### src/rtl/life_io_ctrl.sv
// Host-side load / run / readout sequencer for a ROWS x COLS Life cell array.
// Define LIFE_IO_CTRL_POPCOUNT_EN to add the live_count tally of streamed-out live cells.
module life_io_ctrl #(
  parameter int unsigned ROWS  = 8,
  parameter int unsigned COLS  = 8,
  parameter int unsigned GEN_W = 16
) (
  input  logic             clk,
  input  logic             reset,
  input  logic             cmd_valid,
  output logic             cmd_ready,
  input  logic [1:0]       cmd_op,
  input  logic [GEN_W-1:0] cmd_gens,
  input  logic             wr_valid,
  output logic             wr_ready,
  input  logic             wr_bit,
  output logic             rd_valid,
  input  logic             rd_ready,
  output logic             rd_bit,
  output logic             busy,
  output logic [ROWS-1:0]  row_load,
  output logic [COLS-1:0]  col_data,
  output logic             run,
  output logic             load_out,
  output logic             shift,
  input  logic             chain_tail,
`ifdef LIFE_IO_CTRL_POPCOUNT_EN
  output logic [$clog2(ROWS*COLS+1)-1:0] live_count,
`endif
  inout  wire              vccd1,
  inout  wire              vssd1
);

  localparam int unsigned NCELL = ROWS * COLS;
  localparam int unsigned CW    = (COLS > 1) ? $clog2(COLS) : 1;
  localparam int unsigned RW    = (ROWS > 1) ? $clog2(ROWS) : 1;
  localparam int unsigned BW    = $clog2(NCELL + 1);

  localparam logic [CW-1:0]    ColLast  = CW'(COLS - 1);
  localparam logic [RW-1:0]    RowLast  = RW'(ROWS - 1);
  localparam logic [BW-1:0]    BcntLast = BW'(NCELL - 1);
  localparam logic [GEN_W-1:0] GenOne   = GEN_W'(1);

  localparam logic [1:0] OpLoad = 2'd0;
  localparam logic [1:0] OpRun  = 2'd1;
  localparam logic [1:0] OpRead = 2'd2;

  localparam logic [2:0] StIdle    = 3'd0;
  localparam logic [2:0] StLoadCol = 3'd1;
  localparam logic [2:0] StLoadRow = 3'd2;
  localparam logic [2:0] StRun     = 3'd3;
  localparam logic [2:0] StCapture = 3'd4;
  localparam logic [2:0] StRead    = 3'd5;

  logic [2:0]       r_state, w_state_d;
  logic [CW-1:0]    r_col, w_col_d;
  logic [RW-1:0]    r_row, w_row_d;
  logic [GEN_W-1:0] r_gcnt, w_gcnt_d;
  logic [BW-1:0]    r_bcnt, w_bcnt_d;
  logic [COLS-1:0]  r_col_data, w_col_data_d;
  logic [ROWS-1:0]  r_row_load, w_row_onehot;
  logic             r_run, r_load_out, r_shift, w_shift_d;
  logic             w_cmd_fire, w_wr_fire, w_rd_valid, w_rd_fire;
  logic             w_unused_pwr;

  assign w_unused_pwr = vccd1 ^ vssd1;

  assign cmd_ready  = (r_state == StIdle) & ~reset;
  assign busy       = (r_state != StIdle);
  assign wr_ready   = (r_state == StLoadCol);
  // rd_valid drops during the shift cycle so chain_tail has a cycle to settle.
  assign w_rd_valid = (r_state == StRead) & ~r_shift;
  assign rd_valid   = w_rd_valid;
  assign rd_bit     = w_rd_valid & chain_tail;

  assign w_cmd_fire = cmd_valid & cmd_ready;
  assign w_wr_fire  = wr_valid & wr_ready;
  assign w_rd_fire  = w_rd_valid & rd_ready;

  assign row_load = r_row_load;
  assign col_data = r_col_data;
  assign run      = r_run;
  assign load_out = r_load_out;
  assign shift    = r_shift;

  always_comb begin
    w_state_d    = r_state;
    w_col_d      = r_col;
    w_row_d      = r_row;
    w_gcnt_d     = r_gcnt;
    w_bcnt_d     = r_bcnt;
    w_col_data_d = r_col_data;
    w_shift_d    = 1'b0;
    case (r_state)
      StIdle: begin
        if (w_cmd_fire) begin
          unique case (cmd_op)
            OpLoad: begin
              w_state_d = StLoadCol;
              w_row_d   = '0;
              w_col_d   = '0;
            end
            OpRun: begin
              if (cmd_gens != '0) begin
                w_state_d = StRun;
                w_gcnt_d  = cmd_gens;
              end
            end
            OpRead:  w_state_d = StCapture;
            default: ;
          endcase
        end
      end
      StLoadCol: begin
        if (w_wr_fire) begin
          w_col_data_d[r_col] = wr_bit;
          if (r_col == ColLast) begin
            w_state_d = StLoadRow;
            w_col_d   = '0;
          end else begin
            w_col_d = r_col + 1'b1;
          end
        end
      end
      StLoadRow: begin
        w_col_d   = '0;
        w_row_d   = r_row + 1'b1;
        w_state_d = (r_row == RowLast) ? StIdle : StLoadCol;
      end
      StRun: begin
        w_gcnt_d = r_gcnt - 1'b1;
        if (r_gcnt == GenOne) w_state_d = StIdle;
      end
      StCapture: begin
        w_bcnt_d  = '0;
        w_state_d = StRead;
      end
      StRead: begin
        if (w_rd_fire) begin
          w_bcnt_d = r_bcnt + 1'b1;
          if (r_bcnt == BcntLast) w_state_d = StIdle;
          else                    w_shift_d = 1'b1;
        end
      end
      default: w_state_d = StIdle;
    endcase
  end

  always_comb begin
    w_row_onehot          = '0;
    w_row_onehot[w_row_d] = 1'b1;
  end

  // Array controls are decoded from the next state so they are pure flop outputs.
  always_ff @(posedge clk or posedge reset) begin
    if (reset) begin
      r_state    <= StIdle;
      r_col      <= '0;
      r_row      <= '0;
      r_gcnt     <= '0;
      r_bcnt     <= '0;
      r_col_data <= '0;
      r_row_load <= '0;
      r_run      <= 1'b0;
      r_load_out <= 1'b0;
      r_shift    <= 1'b0;
    end else begin
      r_state    <= w_state_d;
      r_col      <= w_col_d;
      r_row      <= w_row_d;
      r_gcnt     <= w_gcnt_d;
      r_bcnt     <= w_bcnt_d;
      r_col_data <= w_col_data_d;
      r_row_load <= (w_state_d == StLoadRow) ? w_row_onehot : '0;
      r_run      <= (w_state_d == StRun);
      r_load_out <= (w_state_d == StCapture);
      r_shift    <= w_shift_d;
    end
  end

`ifdef LIFE_IO_CTRL_POPCOUNT_EN
  logic [BW-1:0] r_live_count;

  always_ff @(posedge clk or posedge reset) begin
    if (reset) begin
      r_live_count <= '0;
    end else if (r_state == StCapture) begin
      r_live_count <= '0;
    end else if (w_rd_fire && chain_tail) begin
      r_live_count <= r_live_count + 1'b1;
    end
  end

  assign live_count = r_live_count;
`endif

endmodule

### config.mk
export PLATFORM = sky130hd
export DESIGN_NAME = life_io_ctrl
export DESIGN_NICKNAME = d
export VERILOG_FILES = /design/src/rtl/life_io_ctrl.sv
export SDC_FILE = /design/constraint.sdc
export NUM_CORES = 1
export LEC_CHECK = 0
export CAP_MARGIN = 15
export CORE_MARGIN = 2
export CORE_UTILIZATION = 45
export DETAILED_ROUTE_END_ITERATION = 8
export PLACE_DENSITY = 0.82
export SYNTH_ARGS = -nofsm -noshare
export SYNTH_HDL_FRONTEND = slang
export SYNTH_SLANG_ARGS = --single-unit
export TNS_END_PERCENT = 30
### constraint.sdc
create_clock -name clk -period 2.5 [get_ports clk]
set_input_delay 0.5 -clock clk [delete_from_list [all_inputs] [get_ports clk]]
set_output_delay 0.5 -clock clk [all_outputs]
set_load 0.01 [all_outputs]
# [After elaboration in Yosys (flattened, before gate mapping)]
# Index checks and enable logic that the tools add are counted.
[totals] word_cells=92 output_inout_bits=26 inputBits=25 reg_bits=51
[op_classes] n_addsub=4 magnitude_cmp=4 bitwise=8 mux=33 n_eq_ne=20 reduce_logical=13
[ops] cell="$mux W16" count=3
[ops] cell="$mux W3" count=13
[ops] cell="$pmux W16 S2" count=1
[ops] cell="$pmux W3 S3" count=2
[ops] cell="$pmux W3 S6" count=1
[ops] cell="$eq A16 B1 Y1 const B" count=1
[ops] cell="$reduce_bool A16 Y1" count=1
[ops] cell="$sub A16 B1 Y16 const B" count=1
[ops] cell="$eq A3 B3 Y1 const B" count=5
[ops] cell="$pmux W7 S2" count=1
[ops] cell="$eq A3 B2 Y1 const B" count=4
[ops] cell="$bwmux W8" count=1
[ops] cell="$lt A3 B4 Y1 const B" count=2
[ops] cell="$mux W8" count=1
[ops] cell="$ne A2 B1 Y1 const B" count=4
[ops] cell="$reduce_and A4 Y1" count=2
[ops] cell="$add A7 B1 Y7 const B" count=1
[ops] cell="$eq A7 B6 Y1 const B" count=1
[ops] cell="$mux W7" count=1
[ops] cell="$add A3 B1 Y3 const B" count=2
[ops] cell="$and A1 B1 Y1" count=6
[ops] cell="$demux W1 S3" count=2
[ops] cell="$ge A3 B1 Y1 const B" count=2
[ops] cell="$mux W1" count=6
[ops] cell="12 further kinds" count=18

# [Logic depth before layout (Yosys ltp)]
# Gate-level depths: netlist of the first run.
[depth] word_depth=10 depth_mapped=6

# [Least setup slack after synthesis of the first run]
# No wires, ideal clock.
[synth_timing] path_type="register -> register" start="register r_state[2]" end="register r_col[0]" path_slack_ps=668 period_less_slack_ps=1832 stages_incl_launch_ff=6 t_arrival_ps=1707 n_path_buf=0 cell_sequence="dfrtp_1 > or4_4 > clkinv_4 > nand3_4 > a31o_2 > mux2_4"
[synth_via] elab_chain_len=5
[synth_rtl] element="from (decl)" line="55" source="logic [2:0] r_state, w_state_d;"
[synth_rtl] element="from (signal assigned)" line="157" source="r_state <= StIdle;"
[synth_rtl] element="from (signal assigned)" line="168" source="r_state <= w_state_d;"
[synth_rtl] element="$logic_not A3 Y1" line="68" source="assign cmd_ready = (r_state == StIdle) & ~reset;"
[synth_rtl] element="$and A1 B1 Y1" line="68"
[synth_rtl] element="named net cmd_ready" line="11" source="output logic cmd_ready,"
[synth_rtl] element="$and A1 B1 Y1" line="76" source="assign w_cmd_fire = cmd_valid & cmd_ready;"
[synth_rtl] element="$ne A2 B2 Y1 (no source line)"
[synth_rtl] element="$reduce_and A4 Y1 (no source line)"
[synth_rtl] element="to (signal assigned)" line="169" source="r_col <= w_col_d;"
[synth_rtl] element="to (decl)" line="56" source="logic [CW-1:0] r_col, w_col_d;"
# The timed path passes the listed nets, and every way through them passes these cells.
# A chain may end at the register's enable or synchronous reset.

# [Final worst setup path of the first run]
[layout_timing] start="register r_state[1]" end="output port rd_bit"
[layout_via] elab_chain_len=3
[layout_rtl] element="$eq A3 B3 Y1" line="72" source="assign w_rd_valid = (r_state == StRead) & ~r_shift;"
[layout_rtl] element="$and A1 B1 Y1" line="72"
[layout_rtl] element="$and A1 B1 Y1" line="74" source="assign rd_bit = w_rd_valid & chain_tail;"
[layout_rtl] element="to (decl)" line="19" source="output logic rd_bit,"
# No other way between the ends.

==> qor.txt, run 1 <==
Most common cell after layout, fill and taps aside -> dfrtp_1
DR DRC count -> 0
Syn Std Cell Area -> 0.00282 mm²
Status -> complete, no violations
Clock buffer depth -> 2
First-pass GRT wire length -> 11400 µm
Vias in the first global route -> 2363
Critical path peak fanout -> 6
H-tree levels -> 2
Minimum clock period after layout -> 2.41 ns
Yosys warns -> 0
Sequential group share of total power -> 41.4%
Comb pwr share -> 41.0%
Cells after synthesis -> 281
Fin crit share -> 96.3%
Worst VDD drop -> 0.000546 V
Non-Filler Instances -> 427
Final Total Pwr -> 3350 µW
Sw Ratio -> 35.7%
Internal power -> 2160 µW
Pin count of the biggest net entering global routing -> 33
Final Util -> 61.4%
Most frequent cells in the layout -> dfrtp_1 (49), clkdlybuf4s50_1 (47), buf_4 (24), nand2_1 (19), nor2_1 (16)
TNS Setup -> 0 ns
Hold Path Origin -> col_data[1]
Largest family of logic cells by synthesized area -> simple AND/OR/NAND/NOR gates
Root Buffer -> clkbuf_8
Synth Area in Compound Gates -> 13.5%
Vias per cell -> 5.87
CTS clk-pin slew, worst paths -> 0.09 ns
Die area -> 0.00692 mm²
Starting Density -> 47.1%
Fin nets -> 385
Final setup fails -> 0
CP endpoint kind -> output pin
WL per Instance -> 15.7 µm
Global placement routability congestion -> 0.941
Clock Power Share -> 17.6%
DR pass1 iterations -> 5
Cell accounting for the most synthesized area -> dfrtp_1
# port buffers -> 48
CTS Hold Bufs -> 0
Fraction of synthesized cell area taken by the top area cell type -> 45.2%
GR Overflow Total -> 0
Vias -> 2505
Syn Nets -> 315
Worst-Skew Late Latency -> 0.31 ns
Reg2Reg Setup Slack -> 0.37 ns
Area contributors post-synth -> dfrtp_1 (45%), mux2_2 (3.6%), ha_1 (3.1%)
Starting DRT DRC Count -> 211
RSZ-0062 raised after global routing -> no
Placed wire-length estimate -> 4910 µm
Worst Max-Slew Pin Slew -> 0.787 ns
PwrDens -> 912 mW/mm²
Worst hold stages -> 1
GRT Total Usage -> 19.6%
Share of layout cells above drive strength 1 -> 17.6%
Post-synth ARST share -> 100%
Top-Level Pins -> 51
Primary FF master, synth -> dfrtp_1
Yosys reg bits -> 51
Post-synthesis mux area share -> 5.19%
Count of cell types in the netlist -> 59
WS Path Type -> flip-flop to output pin
Die Y -> 83.2 µm
Worst Path Arrival -> 1.91 ns
Synth Area in XOR/XNOR -> 2.48%
Fin. Hold Viols -> 0
Slew HR -> 47.4%
Final WL -> 6710 µm
Synth-to-layout area growth -> 30.3%
Setup crit start kind -> flip-flop
Placed insts -> 415
Syn_area_per_cell -> 10.0 µm²
Min-Delay Path Class -> flip-flop to flip-flop
Clock sinks -> 51
Endpoints left unconstrained -> 2
Switching pwr -> 1200 µW
R2r startpoint -> r_state[1]
Simple logic cell fraction of the synthesized area -> 27.2%
Initial antenna violation count -> 0
N_diodes -> 0
Leakage -> 0.00156 µW
Post-synth EDFFs -> 0
Worst Reg-to-Reg Cells -> 5
DRT antenna net count -> 0
Critical Path Start -> r_state[1]
Area share of fa/ha/maj cells after synthesis -> 3.10%
Worst Path Required -> 2.00 ns
Peak Freq -> 416 MHz
CTS Buf Count -> 5
Die X -> 83.2 µm
Site Rows -> 28
Seq/Total Area, Yosys -> 45.2%
CTS tree -> yes
Final Max Tran Viols -> 0
Fin Clk Skew -> 0.0118 ns
Total core area -> 0.00599 mm²
Max_cap viols -> 0
==> repair_timing <==
item / 4_1_cts / 5_1_grt
setup endpoints to repair: 1 / 2
buffers inserted: 0 / 4
gates resized for setup: 1 / 3
==> power by group through the flow <==
stage                     Combinational, µW  Clock (µW)  Sequential, µW
after floorplan                         843           0            1320
after global placement                 1260           0            1380
after detailed placement               1310           0            1390
after CTS                              1320         605            1390
after global routing                   1500         637            1430
final                                  1380         592            1390
==> registers in the layout (all words and copies together) (netlist names) <==
register and count:
r_col 3, r_state 3, row_load 8, col_data 8
r_row 3, r_bcnt 7, shift 1, load_out 1
run 1, r_gcnt 16
==> worst max-delay path: stages, from the launching register on <==
cell and delay, ns:
dfrtp_2 0.46, nor4bb_2 0.31, buf_4 0.19, and2_1 0.12, clkdlybuf4s50_1 0.53
==> through the flow <==
| stage | hold slack, ns | setup WS [ns] | area (µm²) |
|---|---|---|---|
| 6_report | 0.510 | 0.0935 | 3680 |
| 5_1_grt | 0.535 | 0.00292 | 3680 |
| 4_1_cts | 0.516 | 0.00325 | 3640 |
| 3_5_place_dp | 0.495 | 0.00923 | 3520 |
| 3_3_place_gp | 0.490 | 0.0166 | 3520 |
| 2_1_floorplan | 0.480 | 0.668 | 2820 |
==> Yosys cell counts (5+ instances only) <==
cell and instances:
nand2_1 19, nand4_1 11, o21ai_0 11, ha_1 7, nand3_1 14, mux2_2 9, a221o_1 5, inv_1 10
dfrtp_1 51, nor4_1 7, nand2b_1 5, nor2b_1 6, clkbuf_1 7, o211ai_1 8, nor2_1 16, nor3_1 11
and3_1 5
==> layout make-up <==
class | instances | area [µm²]
clock buffer | 6 | 82.6
timing repair buffer | 73 | 683
multi-input combinational | 209 | 1460
tap | 75 | 93.8
fill | 481 | 2310
clock inverter | 2 | 35.0
sequential | 51 | 1280
inverter | 11 | 46.3
==> layer usage <==
layer / vias up / global-route usage, % / part of all wire, %
met3: 11 / 3.68 / 6.4
li1: 1193 / - / -
met1: 1210 / 27.0 / 44
met2: 91 / 31.2 / 48
met4: 0 / 6.11 / 1.6
met5: - / 0 / 0
==> path summary, 6_finish.rpt <==
path                                to
max reg2reg                  r_gcnt[7]
max                             rd_bit
min                        col_data[1]
min in group asynchronous     r_col[0]
max in group asynchronous   r_state[1]
min reg2reg                col_data[1]
==> kinds of logic after synthesis <==
logic type	after synthesis
AO/OA/AOI/OAI	52
XOR/XNOR	8
adder cells (fa/ha/maj)	7
buffers and inverters	21
flip-flops	51
multiplexers	13
AND/OR/NAND/NOR	129
(Power assumes the default switching activity.)
==> inputs of run 2 (changes only) <==
--- a/config.mk
+++ b/config.mk
@@ -9,6 +9,7 @@
 export CORE_MARGIN = 2
 export CORE_UTILIZATION = 45
 export DETAILED_ROUTE_END_ITERATION = 8
+export MAX_ROUTING_LAYER = met4
 export PLACE_DENSITY = 0.82
 export SYNTH_ARGS = -nofsm -noshare
 export SYNTH_HDL_FRONTEND = slang
==> qor.txt, run 2 (synthesis gave the netlist of run 1 again) <==
Vias in the first global route -> 2346 (was 2363)
Largest reg by FF count -> r_gcnt (unchanged)
CTS Buf Count -> 5 (unchanged)
Status -> complete, no violations (unchanged)
Fin crit share -> 92.6% (was 96.3%)
Final setup fails -> 0 (unchanged)
Starting DRT DRC Count -> 163 (was 211)
CTS tree -> yes (unchanged)
Hold Path Origin -> col_data[1] (unchanged)
Leakage -> 0.00157 µW (was 0.00156 µW)
Worst-Skew Late Latency -> 0.32 ns (was 0.31 ns)
Worst setup endpoint -> rd_valid (was rd_bit)
Fin nets -> 383 (was 385)
Max reg flops -> 16 (unchanged)
Total core area -> 0.00599 mm² (unchanged)
RSZ-0062 raised after global routing -> no (unchanged)
Setup crit start kind -> flip-flop (unchanged)
Max stage delay on crit path -> 0.54 ns (was 0.53 ns)
Pin count of the biggest net entering global routing -> 35 (was 33)
Starting Density -> 47.1% (unchanged)
Worst hold stages -> 1 (unchanged)
Die area -> 0.00692 mm² (unchanged)
Critical Path Start -> r_state[1] (unchanged)
Most frequent cells in the layout -> dfrtp_1 (49), clkdlybuf4s50_1 (46), buf_4 (22), nand2_1 (19), nor2_1 (16) (was dfrtp_1 (49), clkdlybuf4s50_1 (47), buf_4 (24), nand2_1 (19), nor2_1 (16))
Clock sinks -> 51 (unchanged)
Worst Reg-to-Reg Cells -> 6 (was 5)
GRT Total Usage -> 20.3% (was 19.6%)
Synth-to-layout area growth -> 30.1% (was 30.3%)
Final Max Tran Viols -> 0 (unchanged)
Worst Path Arrival -> 1.81 ns (was 1.91 ns)
DRT antenna net count -> 0 (unchanged)
Final WL -> 6630 µm (was 6710 µm)
Worst VDD drop -> 0.000504 V (was 0.000546 V)
N_diodes -> 0 (unchanged)
CP delay by family, top -> buffers and inverters (unchanged)
Endpoints left unconstrained -> 2 (unchanged)
PwrDens -> 907 mW/mm² (was 912 mW/mm²)
Most common cell after layout, fill and taps aside -> dfrtp_1 (unchanged)
Placed wire-length estimate -> 4930 µm (was 4910 µm)
GR Overflow Total -> 0 (unchanged)
# port buffers -> 48 (unchanged)
Reg-to-Reg End -> r_gcnt[8] (was r_gcnt[7])
PnR worst setup slack -> 0.185 ns (was 0.0935 ns)
Die Y -> 83.2 µm (unchanged)
Dpl ws -> 0.00427 ns (was 0.00923 ns)
Initial antenna violation count -> 0 (unchanged)
CP max stage cell -> clkdlybuf4s50_1 (unchanged)
Site Rows -> 28 (unchanged)
Buffers & Inverters on Critical Path -> 2 (unchanged)
Vias per cell -> 5.81 (was 5.87)
Slew HR -> 51.5% (was 47.4%)
CP Cell Sequence -> nor4bb_4 -> buf_4 -> clkdlybuf4s50_1 (was nor4bb_2 -> buf_4 -> and2_1 -> clkdlybuf4s50_1)
DR pass1 iterations -> 4 (was 5)
DR DRC count -> 0 (unchanged)
Reg2Reg Setup Slack -> 0.36 ns (was 0.37 ns)
Top-Level Pins -> 51 (unchanged)
Worst Path Required -> 2.00 ns (about the same)
H-tree levels -> 2 (unchanged)
First-pass GRT wire length -> 11200 µm (was 11400 µm)
CP endpoint kind -> output pin (unchanged)
R2r startpoint -> r_state[2] (was r_state[1])
TNS Setup -> 0 ns (unchanged)
Fin Clk Skew -> 0.0110 ns (was 0.0118 ns)
Critical path peak fanout -> 7 (was 6)
Final Util -> 61.3% (was 61.4%)
Peak Freq -> 432 MHz (was 416 MHz)
Minimum clock period after layout -> 2.31 ns (was 2.41 ns)
Crit. path cell count -> 3 (was 4)
Max_cap viols -> 0 (unchanged)
Vias -> 2469 (was 2505)
Worst Max-Slew Pin Slew -> 0.727 ns (was 0.787 ns)
Die X -> 83.2 µm (unchanged)
Root Buffer -> clkbuf_8 (unchanged)
Clock buffer depth -> 2 (unchanged)
CTS clk-pin slew, worst paths -> 0.10 ns (was 0.09 ns)
WS Path Type -> flip-flop to output pin (unchanged)
Global placement routability congestion -> 0.927 (was 0.941)
Worst hold margin -> 0.510 ns (about the same)
Min-Delay Path Class -> flip-flop to flip-flop (unchanged)
Share of layout cells above drive strength 1 -> 17.1% (was 17.6%)
Fin. Hold Viols -> 0 (unchanged)
WL per Instance -> 15.6 µm (was 15.7 µm)
run 2: cell count changes in the layout (fill, tap and decap cells not counted):
cell and change:
clkinv_2 -1, clkbuf_8 -1, clkdlybuf4s50_1 -1, nor4bb_2 -1
buf_4 -2, nor4bb_4 +1, clkinv_4 +1, dlymetal6s2s_1 +1
inv_6 +1
run 2: worst min path at each step:
| stage | end | slack, ns |
|---|---|---|
| after floorplan | r_bcnt[0] | 0.48 |
| after global placement | col_data[1] | 0.49 |
| after detailed placement | col_data[1] | 0.49 |
| after CTS | col_data[1] | 0.52 |
| after global routing | col_data[3] | 0.54 |
| final | col_data[1] | 0.51 |
run 2: worst register-to-register path: cells and delay by family (launching register included):
family	cells	cell delay, ns
AO/OA/AOI/OAI	1	0.25
buffers and inverters	2	0.21
flip-flops	1	0.48
AND/OR/NAND/NOR	3	1.14
run 2: cell type report:
cell class	instances	area [µm²]
fill	481	2320
multi-input combinational	209	1470
sequential	51	1280
timing repair buffer	71	671
tap	75	93.8
clock buffer	5	68.8
clock inverter	3	47.5
inverter	11	46.3
run 2: timing repair:
| item | 4_1_cts | 5_1_grt |
|---|---|---|
| gates resized for setup | 1 | 5 |
| hold buffers | 0 | 0 |
| endpoints found under the setup margin | 1 | 3 |
| buffers inserted | 0 | 2 |
| gates cloned | 0 | 0 |
run 2: where the power goes:
part	total [µW]	switching, µW	internal [µW]
registers	1390	311	1080
clock network	596	293	304
logic	1340	602	740
total	3330	1210	2120
run 2: stage by stage:
step	cells	total power, µW	area, µm²
final	425	3330	3670
after detailed placement	415	2690	3520
after floorplan	281	2160	2820
after global placement	415	2640	3520
after CTS	423	3300	3640
after global routing	425	3570	3670
run 2: layer usage:
layer  GRT usage (%)  wire length (µm)  part of all wire [%]
met5               -                 0                     0
met4            8.20               106                   1.6
met3            3.28               298                   4.5
met1            27.6              3140                    47
met2            30.4              3080                    46
==> inputs of run 3 (changes only) <==
--- a/config.mk
+++ b/config.mk
@@ -11,6 +11,7 @@
 export DETAILED_ROUTE_END_ITERATION = 8
 export MAX_ROUTING_LAYER = met4
 export PLACE_DENSITY = 0.82
+export SKIP_LAST_GASP = 1
 export SYNTH_ARGS = -nofsm -noshare
 export SYNTH_HDL_FRONTEND = slang
 export SYNTH_SLANG_ARGS = --single-unit
==> qor.txt, run 3 (synthesis gave the netlist of run 1 again) <==
Placed wire-length estimate -> 4930 µm (unchanged)
Worst-Skew Late Latency -> 0.32 ns (about the same)
Vias -> 2468 (was 2469)
Slew HR -> 51.5% (unchanged)
Clock Power Share -> 17.9% (about the same)
CTS Hold Bufs -> 0 (unchanged)
Final Max Tran Viols -> 0 (unchanged)
Max_cap viols -> 0 (unchanged)
Critical path peak fanout -> 7 (unchanged)
GRT Total Usage -> 20.3% (unchanged)
Starting Density -> 47.1% (unchanged)
Most frequent cells in the layout -> dfrtp_1 (49), clkdlybuf4s50_1 (47), buf_4 (22), nand2_1 (19), nor2_1 (16) (was dfrtp_1 (49), clkdlybuf4s50_1 (46), buf_4 (22), nand2_1 (19), nor2_1 (16))
Setup crit start kind -> flip-flop (unchanged)
Die area -> 0.00692 mm² (unchanged)
Endpoints left unconstrained -> 2 (unchanged)
WL per Instance -> 15.6 µm (about the same)
Sequential group share of total power -> 41.8% (about the same)
Sw Ratio -> 36.2% (about the same)
Global placement routability congestion -> 0.927 (unchanged)
Clock sinks -> 51 (unchanged)
Fin crit share -> 97.3% (was 92.6%)
CTS Buf Count -> 5 (unchanged)
PwrDens -> 908 mW/mm² (was 907 mW/mm²)
Status -> complete, no violations (unchanged)
RSZ-0062 raised after global routing -> yes (was no)
TNS Setup -> 0 ns (unchanged)
Comb pwr share -> 40.3% (about the same)
Largest reg by FF count -> r_gcnt (unchanged)
Peak Freq -> 411 MHz (was 432 MHz)
DRT antenna net count -> 0 (unchanged)
Worst Path Arrival -> 1.93 ns (was 1.81 ns)
H-tree levels -> 2 (unchanged)
Site Rows -> 28 (unchanged)
Initial antenna violation count -> 0 (unchanged)
Minimum clock period after layout -> 2.43 ns (was 2.31 ns)
Clock buffer depth -> 2 (unchanged)
Die X -> 83.2 µm (unchanged)
CP endpoint kind -> output pin (unchanged)
CP max stage cell -> clkdlybuf4s50_1 (unchanged)
Reg-to-Reg End -> r_gcnt[8] (unchanged)
Fin. Hold Viols -> 0 (unchanged)
Worst Max-Slew Pin Slew -> 0.727 ns (about the same)
WS Path Type -> flip-flop to output pin (unchanged)
CP Cell Sequence -> nor4bb_4 -> buf_4 -> and2_1 -> clkdlybuf4s50_1 (was nor4bb_4 -> buf_4 -> clkdlybuf4s50_1)
Root Buffer -> clkbuf_8 (unchanged)
R2r startpoint -> r_state[2] (unchanged)
Min-Delay Path Class -> flip-flop to flip-flop (unchanged)
PnR worst setup slack -> 0.0685 ns (was 0.185 ns)
DR pass1 iterations -> 4 (unchanged)
Starting DRT DRC Count -> 163 (unchanged)
Dpl ws -> 0.00427 ns (unchanged)
Switching pwr -> 1210 µW (about the same)
Max stage delay on crit path -> 0.53 ns (was 0.54 ns)
Internal power -> 2130 µW (was 2120 µW)
Final WL -> 6640 µm (was 6630 µm)
# port buffers -> 48 (unchanged)
First-pass GRT wire length -> 11200 µm (unchanged)
Share of layout cells above drive strength 1 -> 17.1% (unchanged)
Max reg flops -> 16 (unchanged)
CTS clk-pin slew, worst paths -> 0.10 ns (about the same)
Leakage -> 0.00155 µW (was 0.00157 µW)
Most common cell after layout, fill and taps aside -> dfrtp_1 (unchanged)
Vias in the first global route -> 2346 (unchanged)
CTS tree -> yes (unchanged)
Final setup fails -> 0 (unchanged)
Worst Path Required -> 2.00 ns (about the same)
Fin Clk Skew -> 0.0110 ns (unchanged)
Reg2Reg Setup Slack -> 0.36 ns (about the same)
Top-Level Pins -> 51 (unchanged)
Worst Reg-to-Reg Cells -> 6 (unchanged)
Hold Path Origin -> col_data[1] (unchanged)
Worst VDD drop -> 0.000504 V (about the same)
Critical Path Start -> r_state[1] (unchanged)
Total core area -> 0.00599 mm² (unchanged)
DR DRC count -> 0 (unchanged)
N_diodes -> 0 (unchanged)
Die Y -> 83.2 µm (unchanged)
Worst hold stages -> 1 (unchanged)
Vias per cell -> 5.81 (about the same)
Fin nets -> 383 (unchanged)
Synth-to-layout area growth -> 30.1% (about the same)
Pin count of the biggest net entering global routing -> 35 (unchanged)
Hold path endpoint -> col_data[1] (unchanged)
GR Overflow Total -> 0 (unchanged)
run 3: cell types whose count changed in the layout (fill, tap and decap cells not counted), sizes merged:
cell and change:
dlymetal6s2s -1, clkdlybuf4s50 +1
run 3: timing repair:
action	in CTS	in global routing
pin swaps	0	0
endpoints found under the hold margin	0	0
buffers inserted	0	2
setup endpoints to repair	1	3
gates resized for setup	1	4
run 3: how the worst max path moves through the flow:
| stage | slack [ns] | to | cells after the start |
|---|---|---|---|
| floorplan | 0.67 | r_col[0] | 5 |
| global placement | 0.02 | cmd_ready | 4 |
| detailed placement | 0.004 | cmd_ready | 4 |
| CTS | 0.0004 | cmd_ready | 4 |
| global route | -0.04 | rd_bit | 4 |
| finish | 0.07 | rd_bit | 4 |
run 3: critical path: cells and delay by family, from the launching register on:
family | cells | cell delay (ns)
buffers and inverters | 2 | 0.71
and+or+nand+nor | 2 | 0.42
DFF | 1 | 0.48
run 3: through the flow:
stage          total power, µW  instances  util (%)  hold slack, ns  instance area [µm²]
2_1_floorplan             2160        281         -           0.480                 2820
3_3_place_gp              2640        415      58.8           0.489                 3520
3_5_place_dp              2690        415      58.8           0.494                 3520
4_1_cts                   3300        423      60.7           0.515                 3640
5_1_grt                   3570        425      61.3           0.536                 3670
6_report                  3330        425      61.3           0.510                 3670
run 3: layout make-up:
class	count	area [µm²]
fill	482	2320
clock buffer	5	68.8
timing repair buffer	71	668
tap	75	93.8
sequential	51	1280
multi-input combinational	209	1470
inverter	11	46.3
clock inverter	3	47.5
run 3: power groups by stage:
stage,sequential [µW],clock (µW),combinational (µW)
floorplan,1320,0,843
global placement,1380,0,1260
detailed placement,1400,0,1300
CTS,1380,611,1310
global route,1440,652,1480
finish,1390,596,1340
run 3: metal layers:
metal  part of all wire [%]  track usage (%)  vias up
li1                       -                -     1200
met1                     47             27.6     1181
met2                     46             30.4       77
met3                    4.6             3.28       10
met4                    1.6             8.20        0
met5                      0                -        -
